===== src/rtl/phase_frame_rx.sv =====
// Receives six-word tagged frames from a non-showahead FIFO and presents the
// header plus five channel payloads as one frame with valid/ready handoff.
module phase_frame_rx #(
  parameter int ERR_W = 16
) (
  input  logic             clk,
  input  logic             resetn,
  input  logic             fifo_empty,
  input  logic [17:0]      fifo_rdata,
  output logic             fifo_rden,
  output logic [15:0]      out_hdr,
  output logic [79:0]      out_data,
  output logic             out_valid,
  input  logic             out_ready,
  input  logic             clr_err,
  output logic [ERR_W-1:0] err_cnt,
  output logic             locked
);

  typedef enum logic [1:0] {
    HUNT = 2'd0,
    ASM  = 2'd1,
    OUT  = 2'd2
  } state_t;

  localparam logic [1:0] TAG_CH   = 2'b00;
  localparam logic [1:0] TAG_HDR  = 2'b01;
  localparam logic [1:0] TAG_LAST = 2'b10;

  state_t      state_reg, state_next;
  logic [2:0]  idx_reg, idx_next;
  logic        rd_pend_reg;
  logic        rden_reg, rden_next;
  logic [15:0] hdr_shadow_reg;
  logic [63:0] ch_shadow;
  logic [1:0]  tag;
  logic [15:0] payload;
  logic        hdr_load, ch_store, frame_done, err_event;

  assign tag     = fifo_rdata[17:16];
  assign payload = fifo_rdata[15:0];

  always_comb begin
    state_next = state_reg;
    idx_next   = idx_reg;
    hdr_load   = 1'b0;
    ch_store   = 1'b0;
    frame_done = 1'b0;
    err_event  = 1'b0;
    case (state_reg)
      HUNT: begin
        if (rd_pend_reg) begin
          if (tag == TAG_HDR) begin
            hdr_load   = 1'b1;
            idx_next   = 3'd0;
            state_next = ASM;
          end else begin
            err_event = 1'b1;
          end
        end
      end
      ASM: begin
        if (rd_pend_reg) begin
          case (tag)
            TAG_CH: begin
              if (idx_reg == 3'd4) begin
                err_event  = 1'b1;
                state_next = HUNT;
              end else begin
                ch_store = 1'b1;
                idx_next = idx_reg + 3'd1;
              end
            end
            TAG_LAST: begin
              if (idx_reg == 3'd4) begin
                frame_done = 1'b1;
                state_next = OUT;
              end else begin
                err_event  = 1'b1;
                state_next = HUNT;
              end
            end
            TAG_HDR: begin
              // A new header mid-frame restarts assembly on that header.
              err_event = 1'b1;
              hdr_load  = 1'b1;
              idx_next  = 3'd0;
            end
            default: begin
              err_event  = 1'b1;
              state_next = HUNT;
            end
          endcase
        end
      end
      OUT: begin
        if (out_ready) begin
          state_next = HUNT;
        end
      end
      default: state_next = HUNT;
    endcase
  end

  // One read in flight at most, so a returning word never lands in OUT.
  assign rden_next = !fifo_empty && !rden_reg && !rd_pend_reg && (state_reg != OUT);

  always_ff @(posedge clk or negedge resetn) begin
    if (!resetn) begin
      state_reg   <= HUNT;
      idx_reg     <= 3'd0;
      rd_pend_reg <= 1'b0;
      rden_reg    <= 1'b0;
    end else begin
      state_reg   <= state_next;
      idx_reg     <= idx_next;
      rd_pend_reg <= rden_reg;
      rden_reg    <= rden_next;
    end
  end

  always_ff @(posedge clk or negedge resetn) begin
    if (!resetn) begin
      hdr_shadow_reg <= 16'd0;
    end else if (hdr_load) begin
      hdr_shadow_reg <= payload;
    end
  end

  generate
    for (genvar gi = 0; gi < 4; gi++) begin : g_ch
      logic [15:0] ch_reg;
      always_ff @(posedge clk or negedge resetn) begin
        if (!resetn) begin
          ch_reg <= 16'd0;
        end else if (ch_store && (idx_reg == 3'(gi))) begin
          ch_reg <= payload;
        end
      end
      assign ch_shadow[gi*16 +: 16] = ch_reg;
    end
  endgenerate

  always_ff @(posedge clk or negedge resetn) begin
    if (!resetn) begin
      out_hdr   <= 16'd0;
      out_data  <= 80'd0;
      out_valid <= 1'b0;
    end else if (frame_done) begin
      out_hdr   <= hdr_shadow_reg;
      out_data  <= {payload, ch_shadow};
      out_valid <= 1'b1;
    end else if (state_reg == OUT && out_ready) begin
      out_valid <= 1'b0;
    end
  end

  always_ff @(posedge clk or negedge resetn) begin
    if (!resetn) begin
      err_cnt <= '0;
    end else if (clr_err) begin
      err_cnt <= '0;
    end else if (err_event && (err_cnt != {ERR_W{1'b1}})) begin
      err_cnt <= err_cnt + 1'b1;
    end
  end

  assign fifo_rden = rden_reg;
  assign locked    = (state_reg != HUNT);

endmodule


===== config.mk =====
export PLATFORM = sky130hd
export DESIGN_NAME = phase_frame_rx
export DESIGN_NICKNAME = d
export VERILOG_FILES = /design/src/rtl/phase_frame_rx.sv
export SDC_FILE = /design/constraint.sdc
export NUM_CORES = 1
export LEC_CHECK = 0
export ABC_AREA = 1
export CORE_MARGIN = 2
export CORE_UTILIZATION = 53
export DETAILED_ROUTE_END_ITERATION = 16
export HOLD_SLACK_MARGIN = 0.08
export PLACE_DENSITY = 0.78
export SLEW_MARGIN = 20
export SYNTH_ARGS = -nofsm -noshare
export SYNTH_HDL_FRONTEND = slang
export SYNTH_SLANG_ARGS = --single-unit

===== constraint.sdc =====
create_clock -name clk -period 1.9 [get_ports clk]
set_input_delay 0.38 -clock clk [delete_from_list [all_inputs] [get_ports clk]]
set_output_delay 0.38 -clock clk [all_outputs]
set_load 0.02 [all_outputs]

==> results.yml <==
outcome:
  status: "finished, final reports clean"
synth:
  synthSimpleGateAreaFrac_pct: 17.2
  syn_nets: 902
  synth_fa_ha_area_share_pct: 0.921
  synthXorXnorAreaFrac_pct: 0.752
  syn_area_per_cell_sq_um: 9.33
  yosys_register_bits: 200
  synth_most_common_cell: "nand2_1"
  synth_cells: 873
  yosysTopAreaCell: "dfrtp_1"
  syn_area_sq_mm: 0.00815
  synth.area.mux_share_pct: 0
  synthFlopType: "dfrtp_1"
  ys_async_sr_fraction_pct: 100
  synth_compound_area_share_pct: 12.0
  yosysWarnings: 0
  synth_cell_types: 28
  synth_top_cell_area_share_pct: 61.4
  synth-edff-count: 0
  synth_top_family_by_area: "simple AND/OR/NAND/NOR gates"
  synth_common_cells: "250 x nand2_1, 200 x dfrtp_1, 125 x o21ai_1"
  ys_top_cells_by_area: "dfrtp_1 61%, nand2_1 12%, o21ai_1 7.7%"
  ys_seq_area_share_pct: 61.4
placed_design:
  dp.cells: 1176
  gp_congestion: 0.836
  dp_hpwl_um: 12400
  dp_worst_setup_slack_ps: -91.4
  io_buffers: 137
cts:
  htreeDepth: 4
  cts_sinks: 200
  cts_tree: "done"
  clock-root-buffer: "clkbuf_16"
  clock_path_buffers: 2
  cts_made_buffers: 17
  path_clk_slew_ps: 70
  clkLatencyLatePin_ps: 430
cells_and_area:
  final_core_util_pct: 69.2
  syn_to_final_growth_pct: 28.1
  seq_area_sq_mm: 0.00500
  multiInputGateArea_sq_mm: 0.00257
  largest_reg_flops: 80
  drive_above_1_share_pct: 7.16
  fin_nets: 1038
  fin_cells: 1208
  antenna_cells: 0
  fillCellCount: 1172
timing:
  fin_skew_ps: 5.35
  period_share_pct: 97.3
  slew-limit-headroom_pct: 65.5
  finalCriticalPeriod_ps: 1850
  fin_ws_ps: 52.1
  max_clock_freq_ghz: 0.541
  hold_violations: 0
  setup_viol: 0
  drv_slew: 0
  tightestPinTransition_ps: 517
  rsz0062_at_grt: "no"
worst_setup_path:
  worstSetupPathType: "register to output pin"
  cp.required_ps: 1520
  cp_slowest_cell: "clkdlybuf4s50_1"
  cp_cell_sequence: "clkdlybuf4s50_1"
  critPathTopFamily: "buffers and inverters"
  path_buf_inv: 1
  slowest_delay_ps: 630
  start_kind: "register"
  critPathCaptureType: "output pin"
  path_max_fanout: 2
  crit_arrival_ps: 1470
floorplan:
  dieArea_sq_mm: 0.0164
  core-area_sq_mm: 0.0151
  pin_count: 138
  initial_core_util_pct: 54.0
  die_w_um: 128
  num_rows: 45
  die_h_um: 128
global_route:
  grt_pass1_wl_um: 30100
  grt_max_degree: 108
  antenna_found_initial: 0
  grt_use_total_pct: 24.2
  overflow: 0
  grt_pass1_vias: 5837
power:
  power.density_mw_per_mm2: 1060
  power_w: 0.0110
  worst_ir_drop_vdd_mv: 0.720
  power.leakage_nw: 4.86
detailed_routing:
  firstDrtPassIters: 5
  viasPerCell: 5.14
  drc: 0
  antenna_left: 0
  avgRoutedWirePerCell_um: 15.7
  wirelength_um: 18900
  num_vias: 6212
  drt_iter0_drc: 543
flow_run:
  cap_violations: 0
hold_path:
  holdCritPathClass: "register to register"
[metal layers]
metal	vias up	share of wire [%]	GRT usage (%)
met4	0	2.9	9.57
met1	2957	43	31.8
met2	183	49	39.4
met3	35	5.2	5.43
met5	-	0	0
li1	3037	-	-
[kinds of logic after synthesis]
kind of cell	after synthesis
AO/OA/AOI/OAI	192
XOR/XNOR	7
adder cells (fa/ha/maj)	6
buffers and inverters	155
flip-flops	200
AND/OR/NAND/NOR	313
[what timing repair did]
item | CTS | global route
buffers inserted | 0 | 1
pin swaps | 0 | 2
endpoints found under the setup margin | 13 | 137
hold endpoints to repair | 45 | 0
hold buffers | 1 | 0
gates resized for setup | 13 | 12
[path summary, 6_finish.rpt]
check,start,endpoint,slack (ps),cells after the start
min in group asynchronous,resetn,hdr_shadow_reg[4]$_DFFE_PN0P_,460,2
min,fifo_rden$_DFF_PN0_,rd_pend_reg$_DFF_PN0_,420,0
min reg2reg,fifo_rden$_DFF_PN0_,rd_pend_reg$_DFF_PN0_,420,0
max,out_data[17]$_DFFE_PN0P_,out_data[17],50,1
max reg2reg,idx_reg[0]$_DFFE_PN0P_,out_data[35]$_DFFE_PN0P_,110,8
max in group asynchronous,resetn,out_data[57]$_DFFE_PN0P_,820,3
[layout make-up]
class	count	share of cell area, %
multi-input cells	518	24.6
clock buffers	21	4.32
repair buffers	156	15.5
clock inverters	9	1.21
inverters	116	4.17
well taps	188	2.25
flip-flops and latches	200	48.0
[per-stage QoR]
| step | TNS (ps) | area, sq um | hold WS [ps] |
|---|---|---|---|
| CTS | 0 | 10400 | 423 |
| floorplan | 0 | 8150 | 84.4 |
| finish | 0 | 10400 | 420 |
| global placement | -2060 | 9810 | 363 |
| detailed placement | -5020 | 9810 | 366 |
| global route | 0 | 10400 | 425 |
[power by group]
part           internal (W)  switching, W  total, W
clock network       0.00208       0.00149   0.00358
logic              0.000850       0.00120   0.00205
registers           0.00496      0.000423   0.00539
total               0.00790       0.00312    0.0110
[cell usage in the layout (no fill, tap or decap), drive strengths merged]
| cell type | count |
|---|---|
| a2111oi | 1 |
| a21oi | 1 |
| buf | 18 |
| bufinv | 3 |
| clkbuf | 22 |
| clkdlybuf4s50 | 120 |
| clkinv | 5 |
| clkinvlp | 1 |
| dfrtp | 200 |
| dlygate4sd2 | 11 |
| dlygate4sd3 | 1 |
| dlymetal6s2s | 5 |
| ha | 6 |
| inv | 116 |
| nand2 | 255 |
| nand3 | 11 |
| nand3b | 6 |
| nand4 | 12 |
| nor2 | 28 |
| nor3 | 1 |
| o21ai | 184 |
| o21bai | 5 |
| o32ai | 1 |
| xnor2 | 1 |
| xor2 | 6 |
(Power assumes the default switching activity.)
